<file path="config.mk">
export PLATFORM = sky130hd
export DESIGN_NAME = ws2812_frame_feeder_flat
export DESIGN_NICKNAME = d
export VERILOG_FILES = /design/src/rtl/ws2812_frame_feeder_if.sv /design/src/rtl/ws2812_frame_feeder.sv /design/src/flat_wrapper.sv
export SDC_FILE = /design/constraint.sdc
export NUM_CORES = 1
export LEC_CHECK = 0
export CAP_MARGIN = 20
export CELL_PAD_IN_SITES_DETAIL_PLACEMENT = 1
export CELL_PAD_IN_SITES_GLOBAL_PLACEMENT = 1
export CORE_MARGIN = 5
export CORE_UTILIZATION = 48
export CTS_CLUSTER_SIZE = 30
export DETAILED_ROUTE_END_ITERATION = 7
export PLACE_DENSITY_LB_ADDON = 0.08
export SYNTH_ARGS = -nofsm -noshare
export SYNTH_HDL_FRONTEND = slang
export SYNTH_SLANG_ARGS = --single-unit
</file>
<file path="constraint.sdc">
create_clock -name clk -period 12.2 [get_ports clk]
set_input_delay 2.44 -clock clk [delete_from_list [all_inputs] [get_ports clk]]
set_output_delay 2.44 -clock clk [all_outputs]
set_load 0.02 [all_outputs]
</file>
<file path="src/rtl/ws2812_frame_feeder_if.sv">
// Host/driver bundle for the ws2812 frame feeder: buffer writes, commit,
// and the paced per-LED stream toward the ws2812 driver.
interface ws2812_frame_feeder_if;
  logic        cfg_we;
  logic [7:0]  cfg_addr;
  logic [23:0] cfg_data;
  logic [7:0]  brightness;
  logic        commit;
  logic [23:0] rgb_data;
  logic [7:0]  led_num;
  logic        write;
  logic        busy;
  logic        done;

  modport master (
    output cfg_we, cfg_addr, cfg_data, brightness, commit,
    input  rgb_data, led_num, write, busy, done
  );

  modport slave (
    input  cfg_we, cfg_addr, cfg_data, brightness, commit,
    output rgb_data, led_num, write, busy, done
  );
endinterface

</file>
<file path="src/rtl/ws2812_frame_feeder.sv">
// Per-LED colour buffer plus sequencer that streams the whole buffer to a
// ws2812 driver, one paced write per LED, with global brightness scaling.
module ws2812_frame_feeder #(
  parameter int unsigned NUM_LEDS  = 8,
  parameter int unsigned WRITE_GAP = 4
) (
  input logic clk,
  input logic reset,
  ws2812_frame_feeder_if.slave bus
);

  localparam int unsigned AW = (NUM_LEDS > 1) ? $clog2(NUM_LEDS) : 1;
  localparam int unsigned GW = $clog2(WRITE_GAP + 1);

  typedef enum logic [1:0] {IDLE, FETCH, SEND, GAP} state_e;

  state_e        state_q;
  logic [7:0]    idx_q;
  logic [GW-1:0] gap_q;
  logic          pend_q;
  logic [7:0]    bright_q;
  logic [23:0]   rgb_q;
  logic [7:0]    led_q;
  logic          write_q;
  logic          busy_q;
  logic          done_q;

  logic [23:0]   buf_q [NUM_LEDS];
  logic          buf_we_c;
  logic [23:0]   word_c;
  logic [23:0]   scaled_c;
  logic [8:0]    mult_c;

  // (c * (brightness + 1)) >> 8 on a 16-bit product
  function automatic logic [7:0] scale_byte(input logic [7:0] c, input logic [8:0] m);
    return 8'((16'(c) * 16'(m)) >> 8);
  endfunction

  assign buf_we_c = bus.cfg_we && (9'(bus.cfg_addr) < 9'(NUM_LEDS));

  always_ff @(posedge clk or posedge reset) begin
    if (reset) begin
      for (int unsigned i = 0; i < NUM_LEDS; i++) buf_q[i] <= '0;
    end else if (buf_we_c) begin
      buf_q[AW'(bus.cfg_addr)] <= bus.cfg_data;
    end
  end

  always_comb begin
    word_c   = buf_q[AW'(idx_q)];
    mult_c   = {1'b0, bright_q} + 9'd1;
    scaled_c = {scale_byte(word_c[23:16], mult_c),
                scale_byte(word_c[15:8],  mult_c),
                scale_byte(word_c[7:0],   mult_c)};
  end

  // Sequencer: FETCH reads/scales one entry, SEND pulses write, GAP paces.
  always_ff @(posedge clk or posedge reset) begin
    if (reset) begin
      state_q  <= IDLE;
      idx_q    <= '0;
      gap_q    <= '0;
      pend_q   <= 1'b0;
      bright_q <= 8'hFF;
      rgb_q    <= '0;
      led_q    <= '0;
      write_q  <= 1'b0;
      busy_q   <= 1'b0;
      done_q   <= 1'b0;
    end else begin
      write_q <= 1'b0;
      done_q  <= 1'b0;
      if (bus.commit && (state_q != IDLE)) pend_q <= 1'b1;
      case (state_q)
        IDLE: begin
          if (bus.commit) begin
            bright_q <= bus.brightness;
            idx_q    <= '0;
            busy_q   <= 1'b1;
            state_q  <= FETCH;
          end
        end
        FETCH: begin
          rgb_q   <= scaled_c;
          led_q   <= idx_q;
          state_q <= SEND;
        end
        SEND: begin
          write_q <= 1'b1;
          gap_q   <= GW'(WRITE_GAP);
          state_q <= GAP;
        end
        GAP: begin
          if (gap_q == GW'(1)) begin
            if (9'(idx_q) < 9'(NUM_LEDS - 1)) begin
              idx_q   <= idx_q + 8'd1;
              state_q <= FETCH;
            end else begin
              done_q <= 1'b1;
              // A commit seen during the frame (or on its last cycle) restarts at once
              if (pend_q || bus.commit) begin
                pend_q   <= 1'b0;
                bright_q <= bus.brightness;
                idx_q    <= '0;
                state_q  <= FETCH;
              end else begin
                busy_q  <= 1'b0;
                state_q <= IDLE;
              end
            end
          end else begin
            gap_q <= gap_q - GW'(1);
          end
        end
        default: state_q <= IDLE;
      endcase
    end
  end

  assign bus.rgb_data = rgb_q;
  assign bus.led_num  = led_q;
  assign bus.write    = write_q;
  assign bus.busy     = busy_q;
  assign bus.done     = done_q;

endmodule

</file>
<file path="src/flat_wrapper.sv">
// flat-port wrapper written by rule: the top's interface ports become plain ports
module ws2812_frame_feeder_flat 
#(
  parameter int unsigned NUM_LEDS  = 8,
  parameter int unsigned WRITE_GAP = 4
)
  (clk, reset, bus_cfg_we, bus_cfg_addr, bus_cfg_data, bus_brightness, bus_commit, bus_rgb_data, bus_led_num, bus_write, bus_busy, bus_done);
  ws2812_frame_feeder_if bus_i ();
  input logic clk;
  input logic reset;
  input wire logic [$bits(bus_i.cfg_we)-1:0] bus_cfg_we;
  input wire logic [$bits(bus_i.cfg_addr)-1:0] bus_cfg_addr;
  input wire logic [$bits(bus_i.cfg_data)-1:0] bus_cfg_data;
  input wire logic [$bits(bus_i.brightness)-1:0] bus_brightness;
  input wire logic [$bits(bus_i.commit)-1:0] bus_commit;
  output wire logic [$bits(bus_i.rgb_data)-1:0] bus_rgb_data;
  output wire logic [$bits(bus_i.led_num)-1:0] bus_led_num;
  output wire logic [$bits(bus_i.write)-1:0] bus_write;
  output wire logic [$bits(bus_i.busy)-1:0] bus_busy;
  output wire logic [$bits(bus_i.done)-1:0] bus_done;
  assign bus_i.cfg_we = bus_cfg_we;
  assign bus_i.cfg_addr = bus_cfg_addr;
  assign bus_i.cfg_data = bus_cfg_data;
  assign bus_i.brightness = bus_brightness;
  assign bus_i.commit = bus_commit;
  assign bus_rgb_data = bus_i.rgb_data;
  assign bus_led_num = bus_i.led_num;
  assign bus_write = bus_i.write;
  assign bus_busy = bus_i.busy;
  assign bus_done = bus_i.done;
  ws2812_frame_feeder #(.NUM_LEDS(NUM_LEDS), .WRITE_GAP(WRITE_GAP)) u_core (.clk(clk), .reset(reset), .bus(bus_i));
endmodule
</file>
Word-level counts from Yosys, hierarchy flattened. Index checks and enable logic that the tools add are counted.

Order comparisons: 5. Add/subtract/negate cells: 3. Muxes and demuxes: 37. Multiply operators: 3. Eq/ne operators: 11. Bitwise logic cells: 2. Reduce and logical (&&, ||, !) cells: 13.

Operator list (count): $bwmux W192 (1); $bmux W24 S3 (1); $demux W24 S3 (1); $mux W24 (3); $mux W8 (8); $mul A8 B9 Y16 (3); $pmux W8 S2 (2); $mux W1 (14); $reduce_and A5 Y1 (2); $add A8 B1 Y9 const B (1); $add A8 B1 Y8 const B (1); $ge A4 B4 Y1 const B (2); $lt A8 B3 Y1 const B (1); $lt A8 B4 Y1 const B (1); $ne A2 B2 Y1 const B (4); $not A3 Y4 (2); $pmux W2 S4 (1); $mux W2 (3); $pmux W3 S2 (1); $reduce_bool A2 Y1 (3); $eq A2 B2 Y1 const B (2); $lt A4 B1 Y1 const B (1); $ne A2 B1 Y1 const B (2); $reduce_and A2 Y1 (2); other kinds (10) (12).

Output and inout port bits: 35. Register bits after elaboration: 249. Logic and storage cells: 92. Input port bits: 44.

Logic depth before layout (Yosys ltp). Gate-level depths: netlist of run 1.

Depth after elaboration: 7. Mapped depth: 22. Mapped depth without buffers: 19.

Worst setup path before layout of run 1. Ideal clock, no wire load.

Path kind: flip-flop to flip-flop. Start: reg u_core.idx_q[0]. End: reg u_core.rgb_q[23] (netlist: u_core.bus.rgb_data[23]). Required time: 12.075 ns. Path buffers: 3. Stages on the path, launching flop included: 21. Slack: 6.079 ns. Clock period less this slack: 6.121 ns. Data arrival time: 5.996 ns. Cell sequence: dfrtp_1 > buf_2 > buf_2 > buf_2 > mux4_2 > mux2i_1 > nor2_1 > fa_1 > fa_1 > inv_1 > fa_1 > fa_1 > inv_1 > ha_1 > nand4_1 > or3_1 > o31a_4 > o21ai_2 > a31oi_1 > xnor2_1 > mux2_2.

Cells in the longest elaborated chain, start to end: 5.

Ends and longest elaborated chain: from (decl) (RTL line ws2812_frame_feeder.sv:18) `logic [7:0] idx_q;`; from (signal assigned) (RTL line ws2812_frame_feeder.sv:96) `idx_q <= idx_q + 8'd1;`; $not A3 Y4 (implied by the code) (RTL line ws2812_frame_feeder.sv:50) `word_c = buf_q[AW'(idx_q)];`; $bmux W24 S3 (RTL line ws2812_frame_feeder.sv:50); $mux W24 (implied by the code) (2 in a row) (RTL line ws2812_frame_feeder.sv:50); $mul A8 B9 Y16 (RTL line ws2812_frame_feeder.sv:36) `return 8'((16'(c) * 16'(m)) >> 8);`; to (signal assigned) (RTL line ws2812_frame_feeder.sv:84) `rgb_q <= scaled_c;`; to (decl) (RTL line ws2812_frame_feeder.sv:22) `logic [23:0] rgb_q;`.

Every way passes these cells. The select of a mux whose other input is x is not followed. A chain may end at the register's enable or synchronous reset.

Final worst setup path of run 1. Ends and elaborated chain as after synthesis.

==> results.sh, run 1 <==
export IMPL_hpwl_mm=29.16
export IMPL_wl_per_cell_um=20.77
export IMPL_critical_path_arrival_ps=7350
export IMPL_ys_seq_elements=249
export IMPL_p_clk_share_pct=41.8
export IMPL_grt_max_degree=99
export IMPL_pwr_share_comb_pct=13.9
export IMPL_switching_share_pct=26.12
export IMPL_synth_compound_area_share_pct=3.829
export IMPL_setup_worst_path_start_class="register"
export IMPL_post_cts_buffers=0
export IMPL_synth_warnings=0
export IMPL_synth_flop_cell="dfrtp_1"
export IMPL_synth_cell_type_count=63
export IMPL_remaining_drc_errors=0
export IMPL_avgSynthCellArea_um2=11.67
export IMPL_gp_congestion=0.8190
export IMPL_p_leak_uw=0.009674
export IMPL_yosys_area_share_simple_pct=8.858
export IMPL_grt_usage_pct=22.39
export IMPL_switchingPower_uw=525.9
export IMPL_holdCritPathClass="register to register"
export IMPL_port_buffers=78
export IMPL_end_kind="register"
export IMPL_die_w_um=198.7
export IMPL_insertion_delay_ps=560
export IMPL_status="finished, final reports clean"
export IMPL_final_cell_mix="dfrtp_1 (238), mux2_2 (221), nor2_1 (213)"
export IMPL_critPathKind="register to register"
export IMPL_fin_crit_sh_pct=56.56
export IMPL_p_seq_share_pct=44.3
export IMPL_postPlaceCellArea_mm2=0.01846
export IMPL_grt_pass1_vias=12850
export IMPL_hold_violations=0
export IMPL_synthArstFlopShare_pct=100.0
export IMPL_setup_viol=0
export IMPL_cts_buffers=29
export IMPL_synth_edf_count=0
export IMPL_final_common_cell="dfrtp_1"
export IMPL_dr_pass1_iters=4
export IMPL_synthesis_area_mm2=0.01709
export IMPL_area_growth_syn_to_layout_pct=13.52
export IMPL_nets=1810
export IMPL_cts_htree_levels=1
export IMPL_power_density_mw_per_mm2=103.8
export IMPL_clk_path_buf_depth=3
export IMPL_start_util_pct=48.29
export IMPL_synth_top_family_by_area="multiplexers"
export IMPL_synthAdderAreaFrac_pct=21.74
export IMPL_num_rows=69
export IMPL_cts_clk_slew_worst_paths_ps=60
export IMPL_fin_cells=2021
export IMPL_vias=11240
export IMPL_vias_per_cell=5.559
export IMPL_totalPowerFinal_uw=2013
export IMPL_required_ps=12650
export IMPL_n_antenna_cell=0
export IMPL_worst_slew_pin_transition_ps=1041
export IMPL_cts_root_buf="clkbuf_16"
export IMPL_layout_drive_gt1_share_pct=24.36
export IMPL_die_h_um=198.7
export IMPL_cts_sinks=249
export IMPL_ir_worst_vdd_uv=112.9
export IMPL_rsz0062_at_grt="no"
export IMPL_timing_hold_ws_ps=490.0
export IMPL_nFillCells=3640
export IMPL_syn_num_nets=1733
export IMPL_finalCriticalPeriod_ps=6901
export IMPL_crit_fanout=30
export IMPL_stdcell_area_mm2=0.01940
export IMPL_maxCapViolations=0
export IMPL_dp_cells=1969
export IMPL_synthMuxAreaShare_pct=22.42
export IMPL_fmax_ghz=0.1449
export IMPL_wl_mm=41.99
export IMPL_fin_tns_setup_ps=0
export IMPL_grt_first_pass_wirelength_mm=70.43
export IMPL_io_pin_count=79
export IMPL_synth_xor_area_share_pct=1.691
export IMPL_ant_nets=0
export IMPL_hold_buffers=0
export IMPL_cts_repair_resized=0
export IMPL_drt_iter0_markers=303
export IMPL_ys_seq_area_share_pct=36.52
export IMPL_internal_power_uw=1487
export IMPL_cts_tree="yes"
export IMPL_slew_headroom_pct=28.60
export IMPL_dieArea_mm2=0.03948
export IMPL_coreArea_mm2=0.03540
export IMPL_overflow=0
export IMPL_fin_skew_ps=26.48
export IMPL_drv_slew=0
export IMPL_antenna_found_initial=1
export IMPL_syn_inst=1464
critical path, cell delays in order (launching register included):
cell and delay (ps):
dfrtp_2 690, buf_4 580, mux4_2 570, mux2i_1 820
nor2_1 140, fa_1 500, fa_1 520, fa_1 540
inv_1 50, fa_1 520, inv_1 40, ha_1 370
a21oi_1 190, o21ai_0 150, o41ai_1 370, o21ai_2 140
a31oi_1 220, xnor2_1 100, mux2_2 260
worst paths after layout:
check / endpoint / startpoint / slack, ps / cells past startpoint
setup / recovery: u_core.bus.rgb_data[23] / u_core.idx_q[0] / 5300 / 18
hold / removal: u_core.gap_q[1] / u_core.gap_q[1] / 490 / 2
setup reg to reg: u_core.bus.rgb_data[23] / u_core.idx_q[0] / 5300 / 18
hold reg to reg: u_core.gap_q[1] / u_core.gap_q[1] / 490 / 2
max in group asynchronous: u_core.buf_q[136] / reset / 7690 / 5
min in group asynchronous: u_core.buf_q[191] / reset / 2390 / 2
area by class of cell:
| class | instances | area [um^2] | share of cell area, % |
|---|---|---|---|
| clock buffer | 46 | 859.6 | 4.430 |
| inverter | 160 | 608.1 | 3.134 |
| tap | 461 | 576.8 | 2.973 |
| multi-input combinational | 997 | 10070 | 51.90 |
| clock inverter | 4 | 47.55 | 0.2451 |
| sequential | 249 | 6245 | 32.19 |
| timing repair buffer | 104 | 996.0 | 5.133 |
flip-flops by register name (all words and copies together) (netlist names):
signal / cells
u_core.bright_q: 8
u_core.buf_q: 192
u_core.bus.busy: 1
u_core.bus.done: 1
u_core.bus.led_num: 8
u_core.bus.rgb_data: 24
u_core.bus.write: 1
u_core.gap_q: 3
u_core.idx_q: 8
u_core.pend_q: 1
u_core.state_q: 2
synth_stat cells, types with 6 or more instances:
library cell	n	share of area (%)
dfstp_2	8	1.2
buf_2	9	0.26
a21o_1	12	0.53
mux4_2	37	4.9
inv_1	159	3.5
mux2_2	221	15
nor3_1	8	0.23
nand4_1	6	0.22
nand2_1	42	0.92
mux2i_1	30	1.8
buf_1	6	0.13
a22oi_1	6	0.26
fa_1	120	14
ha_1	105	7.7
xnor2_1	21	1.1
or2_2	23	0.84
o21a_1	7	0.31
a21oi_1	17	0.50
nor2_1	214	4.7
xor2_1	12	0.61
nand3_1	15	0.44
o21ai_0	26	0.76
clkbuf_1	40	0.88
dfrtp_1	241	35
per-stage QoR:
step | util, % | worst slack, ps
2_1_floorplan | - | 2930
4_1_cts | 54.72 | 5303
5_1_grt | 54.81 | 4769
3_3_place_gp | 52.15 | 5417
3_5_place_dp | 52.15 | 5338
6_report | 54.81 | 5299
power by group through the flow:
stage | sequential (uW) | combinational [uW] | clock [uW]
2_1_floorplan | 908 | 171 | 0
3_3_place_gp | 904 | 274 | 0
4_1_cts | 892 | 284 | 866
5_1_grt | 896 | 317 | 903
6_report | 891 | 280 | 842
3_5_place_dp | 906 | 282 | 0
logic make-up after synthesis:
family,count (synthesis)
adder cells (fa/ha/maj),225
flip-flops,249
AND/OR/NAND/NOR,345
buffers and inverters,218
multiplexers,298
XOR/XNOR,33
AO/OA/AOI/OAI,96
metal layers:
metal / wire length (um) / vias up / part of all wire, % / global-route usage (%)
li1: - / 5084 / - / -
met5: 13 / - / 0.031 / 0
met1: 19170 / 5977 / 46 / 31.28
met2: 20890 / 118 / 50 / 38.70
met4: 636 / 2 / 1.5 / 3.723
met3: 1275 / 54 / 3.0 / 2.558
Power figures use the tool's default switching activity.
==> run 2, diff against run 1 <==
==> constraint.sdc (replaced) <==
create_clock -name clk -period 6.8 [get_ports clk]
set_input_delay 1.36 -clock clk [delete_from_list [all_inputs] [get_ports clk]]
set_output_delay 1.36 -clock clk [all_outputs]
set_load 0.02 [all_outputs]
==> results.sh, run 2 (synthesis gave the netlist of run 1 again) <==
export IMPL_status="finished, final reports clean"
export IMPL_switching_share_pct=26.67
export IMPL_rsz0062_at_grt="no"
export IMPL_num_rows=69
export IMPL_antenna_found_initial=1
export IMPL_nFillCells=3664
export IMPL_slew_headroom_pct=32.22
export IMPL_cts_clk_slew_worst_paths_ps=60
export IMPL_p_clk_share_pct=41.3
export IMPL_multiInputGateArea_mm2=0.01007
export IMPL_n_antenna_cell=0
export IMPL_final_cell_mix="dfrtp_1 (238), mux2_2 (221), nor2_1 (213)"
export IMPL_p_seq_share_pct=44.5
export IMPL_overflow=0
export IMPL_holdCritPathClass="register to register"
export IMPL_top_register="u_core.buf_q"
export IMPL_hold_violations=0
export IMPL_dp_cells=1992
export IMPL_finalCriticalPeriod_ps=6316
export IMPL_dr_pass1_iters=4
export IMPL_internal_power_uw=2633
export IMPL_cts_sinks=249
export IMPL_post_cts_buffers=0
export IMPL_insertion_delay_ps=570
export IMPL_dieArea_mm2=0.03948
export IMPL_pwr_share_comb_pct=14.3
export IMPL_grt_pass1_vias=13050
export IMPL_holdPathStages=2
export IMPL_ant_nets=0
export IMPL_cts_repair_resized=0
export IMPL_fin_cells=2042
export IMPL_required_ps=7240
export IMPL_timing_rr_start="u_core.idx_q[0]"
export IMPL_coreArea_mm2=0.03540
export IMPL_drt_iter0_markers=536
export IMPL_io_pin_count=79
export IMPL_start_util_pct=48.29
export IMPL_power_density_mw_per_mm2=183.6
export IMPL_largest_reg_flops=192
export IMPL_crit_fanout=22
export IMPL_grt_usage_pct=22.54
export IMPL_grt_first_pass_wirelength_mm=70.90
export IMPL_fmax_ghz=0.1583
export IMPL_clk_path_buf_depth=3
export IMPL_die_h_um=198.7
export IMPL_nets=1831
export IMPL_end_kind="register"
export IMPL_gp_congestion=0.8278
export IMPL_grt_max_degree=134
export IMPL_vias_per_cell=5.597
export IMPL_setup_worst_path_start_class="register"
export IMPL_cts_root_buf="clkbuf_16"
export IMPL_fin_skew_ps=24.59
export IMPL_cts_tree="yes"
export IMPL_die_w_um=198.7
export IMPL_critical_path_arrival_ps=6750
export IMPL_hold_buffers=0
export IMPL_timing_rr_end="u_core.bus.rgb_data[23]"
export IMPL_final_common_cell="dfrtp_1"
export IMPL_ir_worst_vdd_uv=175.5
export IMPL_cts_buffers=28
export IMPL_cts_htree_levels=1
export IMPL_rrSetupSlack_ps=480
export IMPL_switchingPower_uw=957.7
export IMPL_remaining_drc_errors=0
export IMPL_critPathKind="register to register"
export IMPL_wl_mm=42.59
export IMPL_fin_crit_sh_pct=92.89
export IMPL_fin_tns_setup_ps=0
export IMPL_regArea_mm2=0.006245
export IMPL_drv_slew=0
export IMPL_area_growth_syn_to_layout_pct=14.41
export IMPL_port_buffers=78
export IMPL_worst_slew_pin_transition_ps=1017
export IMPL_postPlaceCellArea_mm2=0.01864
export IMPL_min_to="u_core.gap_q[1]"
export IMPL_hp_start="u_core.gap_q[1]"
export IMPL_wl_per_cell_um=20.86
export IMPL_setup_viol=0
export IMPL_vias=11430
export IMPL_timing_hold_ws_ps=494.8
export IMPL_layout_drive_gt1_share_pct=25.55
export IMPL_rr_worst_depth=19
export IMPL_stdcell_area_mm2=0.01956
export IMPL_p_leak_uw=0.009762
export IMPL_hpwl_mm=30.64
export IMPL_maxCapViolations=0
## run 2: cell types whose count changed in the layout (fill, tap and decap cells not counted), sizes merged
cell      before  now
buf           26   48
clkbuf        46   40
clkinv         3    7
clkinvlp       1    3
inv          159  158
## run 2: worst max path at each step
stage	to	startpoint	slack, ps
after floorplan	u_core.bus.rgb_data[23]	u_core.idx_q[0]	680
after global placement	u_core.bus.rgb_data[23]	u_core.idx_q[0]	620
after detailed placement	u_core.bus.rgb_data[23]	u_core.idx_q[0]	480
after CTS	u_core.bus.rgb_data[23]	u_core.idx_q[0]	440
after global routing	u_core.bus.rgb_data[23]	u_core.idx_q[0]	120
final	u_core.bus.rgb_data[23]	u_core.idx_q[0]	480
## run 2: stage by stage
stage	setup WS (ps)	utilization (%)	total power [uW]
finish	483.5	55.25	3591
global route	121.5	55.25	3774
CTS	440.6	55.17	3645
detailed placement	480.7	52.67	2142
global placement	621.4	52.67	2120
floorplan	679.5	-	1937
## run 2: power groups by stage
stage / Sequential (uW) / Clock, uW / Combinational (uW)
after floorplan: 1630 / 0 / 307
after global placement: 1620 / 0 / 500
after detailed placement: 1620 / 0 / 518
after CTS: 1600 / 1530 / 521
after global routing: 1600 / 1590 / 578
final: 1600 / 1480 / 512
## run 2: routing by layer
layer,vias up,global-route usage [%],share of wire [%]
met2,153,38.97,50
met3,47,2.676,3.8
met1,6086,31.36,45
li1,5141,-,-
met4,2,3.850,1.4
met5,-,0,0.031
## run 2: critical path: stages (launching register included)
cell	delay (ps)
dfrtp_2	820
buf_4	400
mux4_2	530
mux2i_1	170
buf_4	200
nor2_1	70
fa_1	500
fa_1	520
fa_1	550
inv_1	50
fa_1	530
inv_1	40
ha_1	370
a21oi_1	180
o21ai_0	160
o41ai_1	370
o21ai_2	140
a31oi_1	220
xnor2_1	90
mux2_2	260
## run 2: layout make-up
cell class / count / area share [%]
clock buffer: 40 / 4.069
clock inverter: 9 / 0.4607
multi-input combinational: 997 / 51.49
timing repair buffer: 126 / 6.002
sequential: 249 / 31.93
inverter: 160 / 3.090
tap: 461 / 2.950
==> variant, RTL diff (flow settings as in run 1) <==
Reset style: synchronous (`reset`), changed in 2 clocked blocks.
--- a/src/rtl/ws2812_frame_feeder.sv
+++ b/src/rtl/ws2812_frame_feeder.sv
@@ -38,7 +38,7 @@
 
   assign buf_we_c = bus.cfg_we && (9'(bus.cfg_addr) < 9'(NUM_LEDS));
 
-  always_ff @(posedge clk or posedge reset) begin
+  always_ff @(posedge clk) begin
     if (reset) begin
       for (int unsigned i = 0; i < NUM_LEDS; i++) buf_q[i] <= '0;
     end else if (buf_we_c) begin
@@ -55,7 +55,7 @@
   end
 
   // Sequencer: FETCH reads/scales one entry, SEND pulses write, GAP paces.
-  always_ff @(posedge clk or posedge reset) begin
+  always_ff @(posedge clk) begin
     if (reset) begin
       state_q  <= IDLE;
       idx_q    <= '0;
Function: changed (Yosys sat finds a counterexample within 4 cycles, from zero or initial values and one cycle with reset high; the reset may be asserted at any time).
==> variant against run 1 <==
Maximum frequency increased by 2.0%; wire length increased by 5.5%; synthesized area decreased by 0.92%; sequential cell count increased by 3; cell area decreased by 1.4%; via count decreased by 1.4%; setup slack improved by 130 ps; sequential share of layout area increased by 4.3 points; core utilization increased by 0.29 points; critical path depth unchanged.
Power is left out: the tool's default activity adds up to more than one toggle a clock period on the data nets, which glitch-free logic cannot reach.
==> variant: results (changes against run 1) <==
largest net degree at the start of global routing 52 (-47%); Via Count 11070 (-1.4%); met2 global-route usage 40.69% (+2.0 points); Fillers 3628 (-0.33%); Least-Margin Pin Slew 1027 ps (-14.15 ps); initial antenna violation count 0 (-1); met1 Usage GRT 31.39% (+0.11 points); setup slack after layout 5432 ps (+132.5 ps); Yosys cell types 69 (+9.5%); layout cells sized above 1 10.36% (-14 points); nets 1803 (-0.39%); critical path's largest stage delay 760 ps (-60 ps); sequential cell area fraction in the yosys report 41.14% (+4.6 points); clk_skew 17.65 ps (-8.831 ps); DRT iter0 DRCs 509 (+68%); routed wire length 44280 um (+5.5%); GR Util met3 2.995% (+0.44 points); crit-path max FO 31 (+3.3%); number of synthesized flops with an enable pin 192 (+192); Synth top cells by count nor2_1, and2_1, edfxtp_1; first-pass GRT wire length 70620 um (+0.27%); dpl hpwl 29920 um (+2.6%); vias in the first global route 12290 (-4.4%); outcome complete, no violations; Setup WS pre-CTS 5383 ps (+44.88 ps); Async SR Flop Fraction 0% (-100 points)
==> variant: cell count changes after synthesis, moves of 14 or more <==
| cell | delta |
|---|---|
| nand2b_1 | +20 |
| inv_1 | -15 |
| edfxtp_1 | +192 |
| mux2_2 | -221 |
| mux2i_1 | +14 |
| or2_2 | +17 |
| nor2_1 | -17 |
| dfxtp_1 | +60 |
| nor2b_1 | +17 |
| dfrtp_1 | -241 |
| and2_1 | +190 |
| nand2_1 | -15 |
==> variant: layout make-up <==
type | count | area share (%)
Multi-Input combinational cell | 997 | 48.08
Sequential cell | 252 | 36.45
Timing Repair Buffer | 110 | 5.311
Clock buffer | 35 | 3.912
Tap cell | 455 | 2.976
Inverter | 144 | 2.826
Clock inverter | 16 | 0.4513
==> variant: logic make-up (layout without fill, tap and decap cells) <==
group | after synthesis | in the layout | synth area share, %
mux | 95 | 95 | 9.598
xor+xnor | 31 | 31 | 1.603
simple gates | 558 | 558 | 17.27
compound gates | 88 | 88 | 3.658
buf+inv | 204 | 305 | 4.788
flops | 252 | 252 | 41.14
fa+ha+maj | 225 | 225 | 21.94
==> variant: worst min-delay path by stage <==
stage	from	cells after the start	slack [ps]	to
final	u_core.bus.rgb_data[19]	2	450	u_core.bus.rgb_data[19]
after global routing	u_core.bus.rgb_data[20]	2	500	u_core.bus.rgb_data[20]
after CTS	u_core.bus.rgb_data[19]	2	460	u_core.bus.rgb_data[19]
after detailed placement	u_core.bus.rgb_data[19]	2	450	u_core.bus.rgb_data[19]
after global placement	u_core.bus.rgb_data[19]	2	440	u_core.bus.rgb_data[19]
after floorplan	u_core.idx_q[7]	2	460	u_core.idx_q[7]
==> variant: layer usage <==
layer  share of wire, %  routed length (um)
met1                 44               19450
met4                1.4                 609
met5                  0                   0
met3                3.9                1708
met2                 51               22510
==> variant: worst reg2reg max path, delay by kind of cell, from the launching register on <==
family,cells,cell delay [ps]
compound gates,5,1180
simple gates,3,640
buf+inv,3,670
mux,2,1360
flops,1,580
fa+ha+maj,5,2290
==> variant: through the flow <==
stage	instances	instance area (um^2)	utilization (%)
after global routing	2009	19130	55.10
after detailed placement	1957	18290	52.68
after global placement	1957	18290	52.68
after CTS	2008	19120	55.08
final	2009	19130	55.10
after floorplan	1453	16930	-
